File: config.mk
export PLATFORM = sky130hd
export DESIGN_NAME = cib_loopback_pattern_gen_flat
export DESIGN_NICKNAME = d
export VERILOG_FILES = /design/src/rtl/cib_loopback_pattern_gen_if.sv /design/src/rtl/cib_loopback_pattern_gen.sv /design/src/flat_wrapper.sv
export SDC_FILE = /design/constraint.sdc
export NUM_CORES = 1
export LEC_CHECK = 0
export ABC_AREA = 1
export BUFFER_PORTS_ARGS = -buffer_cell sky130_fd_sc_hd__buf_2
export CAP_MARGIN = 20
export CORE_MARGIN = 4
export CORE_UTILIZATION = 59
export CTS_BUF_LIST = sky130_fd_sc_hd__clkbuf_4
export CTS_CLUSTER_SIZE = 24
export DETAILED_ROUTE_END_ITERATION = 10
export PLACE_DENSITY = 0.87
export SYNTH_ARGS = -nofsm -noshare
export SYNTH_HDL_FRONTEND = slang
export SYNTH_SLANG_ARGS = --single-unit
File: constraint.sdc
create_clock -name clk -period 2.9 [get_ports clk]
set_input_delay 0.29 -clock clk [delete_from_list [all_inputs] [get_ports clk]]
set_output_delay 0.29 -clock clk [all_outputs]
set_load 0.01 [all_outputs]
File: src/rtl/cib_loopback_pattern_gen_if.sv
// Loopback pattern generator bus: test control, pattern out/return, results.
// master drives control and the returned pattern; slave is the generator.
interface cib_loopback_pattern_gen_if #(
    parameter int CHANNELS = 2,
    parameter int LFSR_W   = 16,
    parameter int CNT_W    = 16
) ();
    logic                start;
    logic [1:0]          mode;
    logic [LFSR_W-1:0]   seed;
    logic [CNT_W-1:0]    run_len;
    logic [CHANNELS-1:0] q_out;
    logic [CHANNELS-1:0] q_ret;
    logic                busy;
    logic                done;
    logic                pass;
    logic [CNT_W-1:0]    err_count;
    logic [CHANNELS-1:0] err_mask;

    modport master (
        output start, mode, seed, run_len, q_ret,
        input  q_out, busy, done, pass, err_count, err_mask
    );

    modport slave (
        input  start, mode, seed, run_len, q_ret,
        output q_out, busy, done, pass, err_count, err_mask
    );
endinterface

File: src/rtl/cib_loopback_pattern_gen.sv
// Registered pattern source for routed Q->A loops, with a LAT-deep
// expected-value delay line and per-channel mismatch accounting.
module cib_loopback_pattern_gen #(
    parameter int                CHANNELS = 2,
    parameter int                LFSR_W   = 16,
    parameter logic [LFSR_W-1:0] POLY     = 16'hB400,
    parameter int                LAT      = 1,
    parameter int                CNT_W    = 16
) (
    input  logic                         clk,
    input  logic                         rst,
    cib_loopback_pattern_gen_if.slave    lb
);
    typedef enum logic [1:0] {
        S_IDLE,
        S_PRIME,
        S_RUN,
        S_DONE
    } state_t;

    localparam logic [1:0] M_HOLD   = 2'd0;
    localparam logic [1:0] M_TOGGLE = 2'd1;
    localparam logic [1:0] M_WALK   = 2'd2;
    localparam logic [1:0] M_LFSR   = 2'd3;
    localparam int         PC_W     = (LAT > 1) ? $clog2(LAT) : 1;

    state_t              r_state;
    state_t              w_nxt;
    logic [1:0]          r_mode;
    logic [CNT_W-1:0]    r_rl;
    logic [CNT_W-1:0]    r_cnt;
    logic [PC_W-1:0]     r_pcnt;
    logic [LFSR_W-1:0]   r_lfsr;
    logic [CHANNELS-1:0] r_q;
    logic [CHANNELS-1:0] r_dly [LAT];
    logic [CNT_W-1:0]    r_err_cnt;
    logic [CHANNELS-1:0] r_err_mask;
    logic                r_pass;

    logic                  w_accept;
    logic                  w_busy;
    logic [LFSR_W-1:0]     w_seed_l;
    logic [LFSR_W-1:0]     w_lfsr_adv;
    logic [2*CHANNELS-1:0] w_dbl;
    logic [CHANNELS-1:0]   w_init;
    logic [CHANNELS-1:0]   w_q_adv;
    logic [CHANNELS-1:0]   w_mm;
    logic                  w_cmp;
    logic [CNT_W-1:0]      w_err_nxt;
    logic [CHANNELS-1:0]   w_mask_nxt;

    assign w_busy     = (r_state == S_PRIME) || (r_state == S_RUN);
    assign w_accept   = lb.start &&
                        ((r_state == S_IDLE) || (r_state == S_DONE));
    assign w_seed_l   = (lb.seed == '0) ? LFSR_W'(1) : lb.seed;
    assign w_lfsr_adv = (r_lfsr >> 1) ^ (r_lfsr[0] ? POLY : '0);
    assign w_dbl      = {r_q, r_q};
    assign w_mm       = lb.q_ret ^ r_dly[LAT-1];
    assign w_cmp      = (r_state == S_RUN);
    assign w_err_nxt  = r_err_cnt + CNT_W'(w_cmp && (|w_mm));
    assign w_mask_nxt = w_cmp ? (r_err_mask | w_mm) : r_err_mask;

    // Next state: PRIME covers the loop latency, RUN covers run_len compares.
    always_comb begin
        w_nxt = r_state;
        unique case (r_state)
            S_IDLE, S_DONE: begin
                if (lb.start) w_nxt = S_PRIME;
            end
            S_PRIME: begin
                if (r_pcnt == PC_W'(LAT - 1))
                    w_nxt = (r_rl == '0) ? S_DONE : S_RUN;
            end
            S_RUN: begin
                if (r_cnt == r_rl - CNT_W'(1)) w_nxt = S_DONE;
            end
            default: w_nxt = S_IDLE;
        endcase
    end

    // Pattern selection: first value on start and per-cycle advance.
    always_comb begin
        w_init  = lb.seed[CHANNELS-1:0];
        w_q_adv = r_q;
        unique case (lb.mode)
            M_WALK:  w_init = CHANNELS'(1);
            M_LFSR:  w_init = w_seed_l[CHANNELS-1:0];
            default: w_init = lb.seed[CHANNELS-1:0];
        endcase
        unique case (r_mode)
            M_HOLD:   w_q_adv = r_q;
            M_TOGGLE: w_q_adv = ~r_q;
            M_WALK:   w_q_adv = w_dbl[2*CHANNELS-2 -: CHANNELS];
            M_LFSR:   w_q_adv = w_lfsr_adv[CHANNELS-1:0];
            default:  w_q_adv = r_q;
        endcase
    end

    // State, pattern, delay line and error accounting.
    always_ff @(posedge clk) begin
        if (rst) begin
            r_state    <= S_IDLE;
            r_mode     <= M_HOLD;
            r_rl       <= '0;
            r_cnt      <= '0;
            r_pcnt     <= '0;
            r_lfsr     <= '0;
            r_q        <= '0;
            r_err_cnt  <= '0;
            r_err_mask <= '0;
            r_pass     <= 1'b0;
            for (int i = 0; i < LAT; i++) r_dly[i] <= '0;
        end else begin
            r_state  <= w_nxt;
            r_dly[0] <= r_q;
            for (int i = 1; i < LAT; i++) r_dly[i] <= r_dly[i-1];
            if (w_accept) begin
                r_mode     <= lb.mode;
                r_rl       <= lb.run_len;
                r_cnt      <= '0;
                r_pcnt     <= '0;
                r_lfsr     <= w_seed_l;
                r_q        <= w_init;
                r_err_cnt  <= '0;
                r_err_mask <= '0;
                r_pass     <= 1'b0;
            end else if (w_busy) begin
                r_q        <= w_q_adv;
                r_err_cnt  <= w_err_nxt;
                r_err_mask <= w_mask_nxt;
                if (r_mode == M_LFSR) r_lfsr <= w_lfsr_adv;
                if (r_state == S_PRIME) r_pcnt <= r_pcnt + PC_W'(1);
                if (r_state == S_RUN) r_cnt <= r_cnt + CNT_W'(1);
                if (w_nxt == S_DONE) r_pass <= (w_err_nxt == '0);
            end
        end
    end

    assign lb.q_out     = r_q;
    assign lb.busy      = w_busy;
    assign lb.done      = (r_state == S_DONE);
    assign lb.pass      = r_pass;
    assign lb.err_count = r_err_cnt;
    assign lb.err_mask  = r_err_mask;
endmodule
File: src/flat_wrapper.sv
// flat-port wrapper written by rule: the top's interface ports become plain ports
module cib_loopback_pattern_gen_flat 
#(
    parameter int                CHANNELS = 2,
    parameter int                LFSR_W   = 16,
    parameter logic [LFSR_W-1:0] POLY     = 16'hB400,
    parameter int                LAT      = 1,
    parameter int                CNT_W    = 16
)
  (clk, rst, lb_start, lb_mode, lb_seed, lb_run_len, lb_q_ret, lb_q_out, lb_busy, lb_done, lb_pass, lb_err_count, lb_err_mask);
  cib_loopback_pattern_gen_if #(.CHANNELS(CHANNELS), .LFSR_W(LFSR_W), .CNT_W(CNT_W)) lb_i ();
  input  logic clk;
  input  logic rst;
  input wire logic [$bits(lb_i.start)-1:0] lb_start;
  input wire logic [$bits(lb_i.mode)-1:0] lb_mode;
  input wire logic [$bits(lb_i.seed)-1:0] lb_seed;
  input wire logic [$bits(lb_i.run_len)-1:0] lb_run_len;
  input wire logic [$bits(lb_i.q_ret)-1:0] lb_q_ret;
  output wire logic [$bits(lb_i.q_out)-1:0] lb_q_out;
  output wire logic [$bits(lb_i.busy)-1:0] lb_busy;
  output wire logic [$bits(lb_i.done)-1:0] lb_done;
  output wire logic [$bits(lb_i.pass)-1:0] lb_pass;
  output wire logic [$bits(lb_i.err_count)-1:0] lb_err_count;
  output wire logic [$bits(lb_i.err_mask)-1:0] lb_err_mask;
  assign lb_i.start = lb_start;
  assign lb_i.mode = lb_mode;
  assign lb_i.seed = lb_seed;
  assign lb_i.run_len = lb_run_len;
  assign lb_i.q_ret = lb_q_ret;
  assign lb_q_out = lb_i.q_out;
  assign lb_busy = lb_i.busy;
  assign lb_done = lb_i.done;
  assign lb_pass = lb_i.pass;
  assign lb_err_count = lb_i.err_count;
  assign lb_err_mask = lb_i.err_mask;
  cib_loopback_pattern_gen #(.CHANNELS(CHANNELS), .LFSR_W(LFSR_W), .POLY(POLY), .LAT(LAT), .CNT_W(CNT_W)) u_core (.clk(clk), .rst(rst), .lb(lb_i));
endmodule
======== Yosys cells after proc, flatten, opt, wreduce, memory -nomap -nowiden ========
Memories as Yosys holds them, arrays and structs flattened.
Cells that the tools add are included.
cells by class
  eq/ne operators ......................... 11
  multiply operators ...................... 0
  add/sub/neg operators ................... 4
  reduce and logical (&&, ||, !) cells .... 20
  div/mod/pow operators ................... 0
  $lt $le $gt $ge ......................... 0
  bitwise gates (word level) .............. 4
  muxes and demuxes ....................... 19
  shifts and indexed selects .............. 0
operators with widths
  cell                     number
  $mux W16                 5
  $logic_not A16 Y1        3
  $add A16 B1 Y16          1
  $add A16 B1 Y16 const B  1
  $eq A16 B16 Y1           1
  $sub A16 B1 Y16 const B  1
  $xor A15 B16 Y16         1
  $eq A2 B2 Y1 const B     7
  $mux W2                  6
  $pmux W2 S3              2
  $reduce_and A2 Y1        5
  $reduce_or A2 Y1         4
  $mux W1                  5
  $eq A2 B1 Y1 const B     2
  $logic_not A2 Y1         2
  $pmux W2 S2              1
  $reduce_bool A2 Y1       2
  $logic_and A1 B1 Y1      2
  $logic_or A1 B1 Y1       2
  $ne A2 B1 Y1 const B     1
  $not A2 Y2               1
  $or A2 B2 Y2             1
  $xor A2 B2 Y2            1
  $add A1 B1 Y1 const B    1
storage, ports and cells
  bits in latches ......................... 0
  bits in writable memories ............... 2
  bits in registers ....................... 74
  bits in read-only memories .............. 0
  memories ................................ 1
memory list
  name          depth  bits a word  read ports  clocked after memory_dff  write ports  RTL line                        RTL
  u_core.r_dly  1      2            1           0                         1            cib_loopback_pattern_gen.sv:35  logic [CHANNELS-1:0] r_dly [LAT];

======== Longest topological paths before layout ========
  depth in word-level cells ............... 6
  depth in mapped cells ................... 19

======== Least setup slack after synthesis ========
No wires, ideal clock.
  path kind ............................... register to register
  start point ............................. reg u_core.r_state[0]
  end point ............................... reg u_core.r_pass (netlist: u_core.lb.pass)
  data arrival time ....................... 2.386 ns
  setup time .............................. 0.064 ns
  path buffers ............................ 0
  data required time ...................... 2.836 ns
  clock period less this slack ............ 2.450 ns
  slack ................................... 0.450 ns
  stages on the path, launching flop included .. 20
  cells stage by stage .................... dfxtp_1 -> inv_1 -> ha_1 -> inv_1 -> a21oi_1 -> o21ai_0 -> nand2_1 -> ha_1 -> ha_1 -> inv_1 -> nor2_2 -> nand2_1 -> nor2_1 -> nand2_1 -> xor2_1 -> nor3b_1 -> nand3_1 -> nand4_1 -> nand2_1 -> nor2_1
between the ends
  cells in the longest elaborated chain, start to end .. 5
ends and longest elaborated chain
  what                                                                     RTL line                         RTL
  start: declaration                                                       cib_loopback_pattern_gen.sv:27   state_t r_state;
  start signal: assignment                                                 cib_loopback_pattern_gen.sv:114  r_state <= w_nxt;
  parallel branches: the longest is 5 deep, another holds $add A16 B1 Y16  --
  end signal: assignment                                                   cib_loopback_pattern_gen.sv:134  if (w_nxt == S_DONE) r_pass <= (w_err_nxt == '0);
  end: declaration                                                         cib_loopback_pattern_gen.sv:38   logic r_pass;
Parallel ways; which one is timed is not known.
A chain may end at the register's enable or synchronous reset.

======== Worst setup path in the final report ========
Ends and elaborated chain as after synthesis.

==> impl_metrics.ini <==
[sta]
period_minus_slack_ns = 2.65
fmax_ghz = 0.377
relSlewSlack_pct = 48.9
hold_viol = 0
period_share_pct = 91.5
fin_worst_skew_ns = 0.0245
finalMaxSlewViolations = 0
tightest_slew_ns = 0.766
tns_ns = 0
setup_viol = 0
finalWorstSetupSlack_ns = 0.247

[cts]
clockRootBuffer = clkbuf_4
clkSinkCount = 76
cts_buffer_depth = 2
ctsHtreeMaxLevel = 3
cts_hold_buf = 0
cts_made_buffers = 9
postCtsSetupBuffers = 0
path_clk_slew_ns = 0.14
cts_tree = yes
worstSkewPairLatency_ns = 0.45

[final_layout]
drive_above_1_share_pct = 16.7
fin_area_um2 = 4830
syn_to_final_growth_pct = 14.1
nets = 729
antenna_cells = 0
fillers = 583
finalNonFillerCells = 784

[run]
cap_violations = 0

[die]
die_area_um2 = 8590
start_util_pct = 61.6
die_w_um = 92.7
core_um2 = 6870
die_y_um = 92.7
rows = 30
ios = 62

[min_path]
hold_end = u_core.r_rl[14]
min_path_cells = 3
hp-class = input port to flip-flop
hp-start = lb_run_len[14]

[worst_setup_path]
rrSetupSlack_ns = 0.25
worstSetupPathType = flip-flop to flip-flop
worstPathArrival_ns = 3.05
start_kind = flip-flop
crit_path_end_kind = flip-flop
path_buf_inv = 4
rr_worst_depth = 19
worstPathMaxFanout = 6
crit-reg2reg-capture = u_core.lb.pass
rr_startpoint = u_core.r_state[0]
crit_path_top_delay_cell = dfxtp_1
crit_family = simple AND/OR/NAND/NOR gates
path_cells = inv_2, ha_4, inv_1, a21oi_1, o21ai_0, nand2_1, ha_1, ha_2, inv_1, nor3_2, nand3_1, xor2_1, inv_1, nand2_1, nor3_1, nand3_1, nand4_1, nand2_1, nor2_1
worstPathRequired_ns = 3.30
crit_path_max_incr_delay_ns = 0.37

[pwr]
power.density_nw_per_um2 = 796
power_w = 0.00384
vdd_drop_max_v = 0.000404
leakagePower_nw = 2.14

[logic_synthesis]
synth_ff_type = dfxtp_1
synth_seq_cells = 76
yosysWarnings = 0
yosys-top-cells-count = 112 x nand2_1, 93 x inv_1, 76 x dfxtp_1
synth_cell_types = 41
synth_area_um2 = 4230
synth.avg_cell_area_um2 = 6.74
syn-num-nets = 673
synthArstFlopShare_pct = 0
synth_top_area_share_pct = 36.0
yosysTopAreaCell = dfxtp_1
yosysMostFrequentCell = nand2_1
yosysSeqAreaShare_pct = 36.0
syn_inst = 627
synth_area_leaders = dfxtp_1 36%, nand2_1 9.9%, inv_1 8.3%
synth_edf_count = 0

[place]
gp_congestion = 0.940
pre_cts_ws_ns = 0.0534
dp_hpwl_um = 7450
portBuffers = 61
dp.cells = 768
postPlaceCellArea_um2 = 4610

[route]
wl_um = 10200
firstDrtPassIters = 5
first_iter_violations = 215
viasPerCell = 5.42
antenna_left = 0
vias = 4250
wl_per_cell_um = 13.1
drc_errors = 0

[global_routing]
globalRoute.totalOverflow = 0
grt_pass1_wl_um = 17000
grt_pass1_vias = 3966
grt_max_degree = 46
antenna_found_initial = 0
grtUsageTotal_pct = 24.2

[outcome]
outcome = completed
==> registers in the layout, summed over array words and instances (netlist names), 16 cells and up <==
| name | count |
|---|---|
| u_core.r_rl | 16 |
| u_core.r_cnt | 16 |
| u_core.lb.err_count | 16 |
| u_core.r_lfsr | 16 |
==> cell families (layout without fill, tap and decap cells) <==
logic type	Yosys count	after routing	share of synthesized area (%)
adder cells (fa/ha/maj)	7	7	2.07
AND/OR/NAND/NOR	266	266	28.9
AO/OA/AOI/OAI	137	137	17.6
flip-flops	76	76	36.0
buffers and inverters	117	178	10.5
XOR/XNOR	24	24	4.97
==> how the worst max path moves through the flow <==
stage,endpoint,startpoint,slack (ns),cells after the start
after floorplan,u_core.lb.pass,u_core.r_state[0],0.45,19
final,u_core.lb.pass,u_core.r_state[0],0.25,19
after global placement,u_core.lb.pass,u_core.r_state[0],0.24,19
after detailed placement,u_core.lb.pass,u_core.r_state[0],0.05,19
after global routing,u_core.lb.pass,u_core.r_state[0],-0.03,19
after CTS,u_core.lb.pass,u_core.r_state[0],0.008,19
==> through the flow <==
stage | hold slack [ns] | util [%]
6_report | 0.0905 | 70.3
5_1_grt | 0.0624 | 70.3
4_1_cts | 0.0706 | 69.8
3_5_place_dp | 0.443 | 67.0
3_3_place_gp | 0.452 | 67.0
2_1_floorplan | 0.425 | -
==> what timing repair did <==
item                                    CTS  global route
gates resized for setup                   0             8
endpoints found under the setup margin    0             1
endpoints found under the hold margin     0             0
==> cell usage in the layout, fill, tap and decap left out, types with 6 or more instances in the layout <==
cell type,count
nor3_1,19
nand4_1,7
nand2_1,112
clkbuf_4,9
o21ai_0,54
a21oi_1,57
buf_2,61
nor2_1,60
nand3_1,35
xnor2_1,6
xor2_1,18
a31oi_1,6
inv_1,92
dfxtp_1,76
==> worst reg2reg max path: stages (launching register included) <==
cell     delay [ns]
dfxtp_1        0.37
inv_2          0.10
ha_4           0.16
inv_1          0.08
a21oi_1        0.11
o21ai_0        0.13
nand2_1        0.10
ha_1           0.19
ha_2           0.20
inv_1          0.08
nor3_2         0.18
nand3_1        0.14
xor2_1         0.18
inv_1          0.06
nand2_1        0.04
nor3_1         0.16
nand3_1        0.10
nand4_1        0.10
nand2_1        0.06
nor2_1         0.08
==> metal layers <==
metal	part of all wire [%]	wire (µm)	GRT usage [%]
met1	43	4370	28.1
met2	50	5070	42.8
met3	5.9	601	6.01
met4	1.9	195	8.91
met5	0	0	0
==> layout make-up <==
| type | instances | area (µm²) | share of cell area (%) |
|---|---|---|---|
| tap | 96 | 120 | 2.49 |
| multi-input combinational | 434 | 2290 | 47.5 |
| clock inverter | 7 | 123 | 2.54 |
| timing repair buffer | 65 | 335 | 6.95 |
| inverter | 97 | 364 | 7.54 |
| sequential | 76 | 1520 | 31.5 |
| clock buffer | 9 | 67.6 | 1.40 |
==> power breakdown <==
part,switching [W],internal [W]
clock network,0.000405,0.000440
registers,0.000208,0.00125
logic,0.000981,0.000558
total,0.00159,0.00225
No activity file was read; power rests on OpenSTA's default activity.
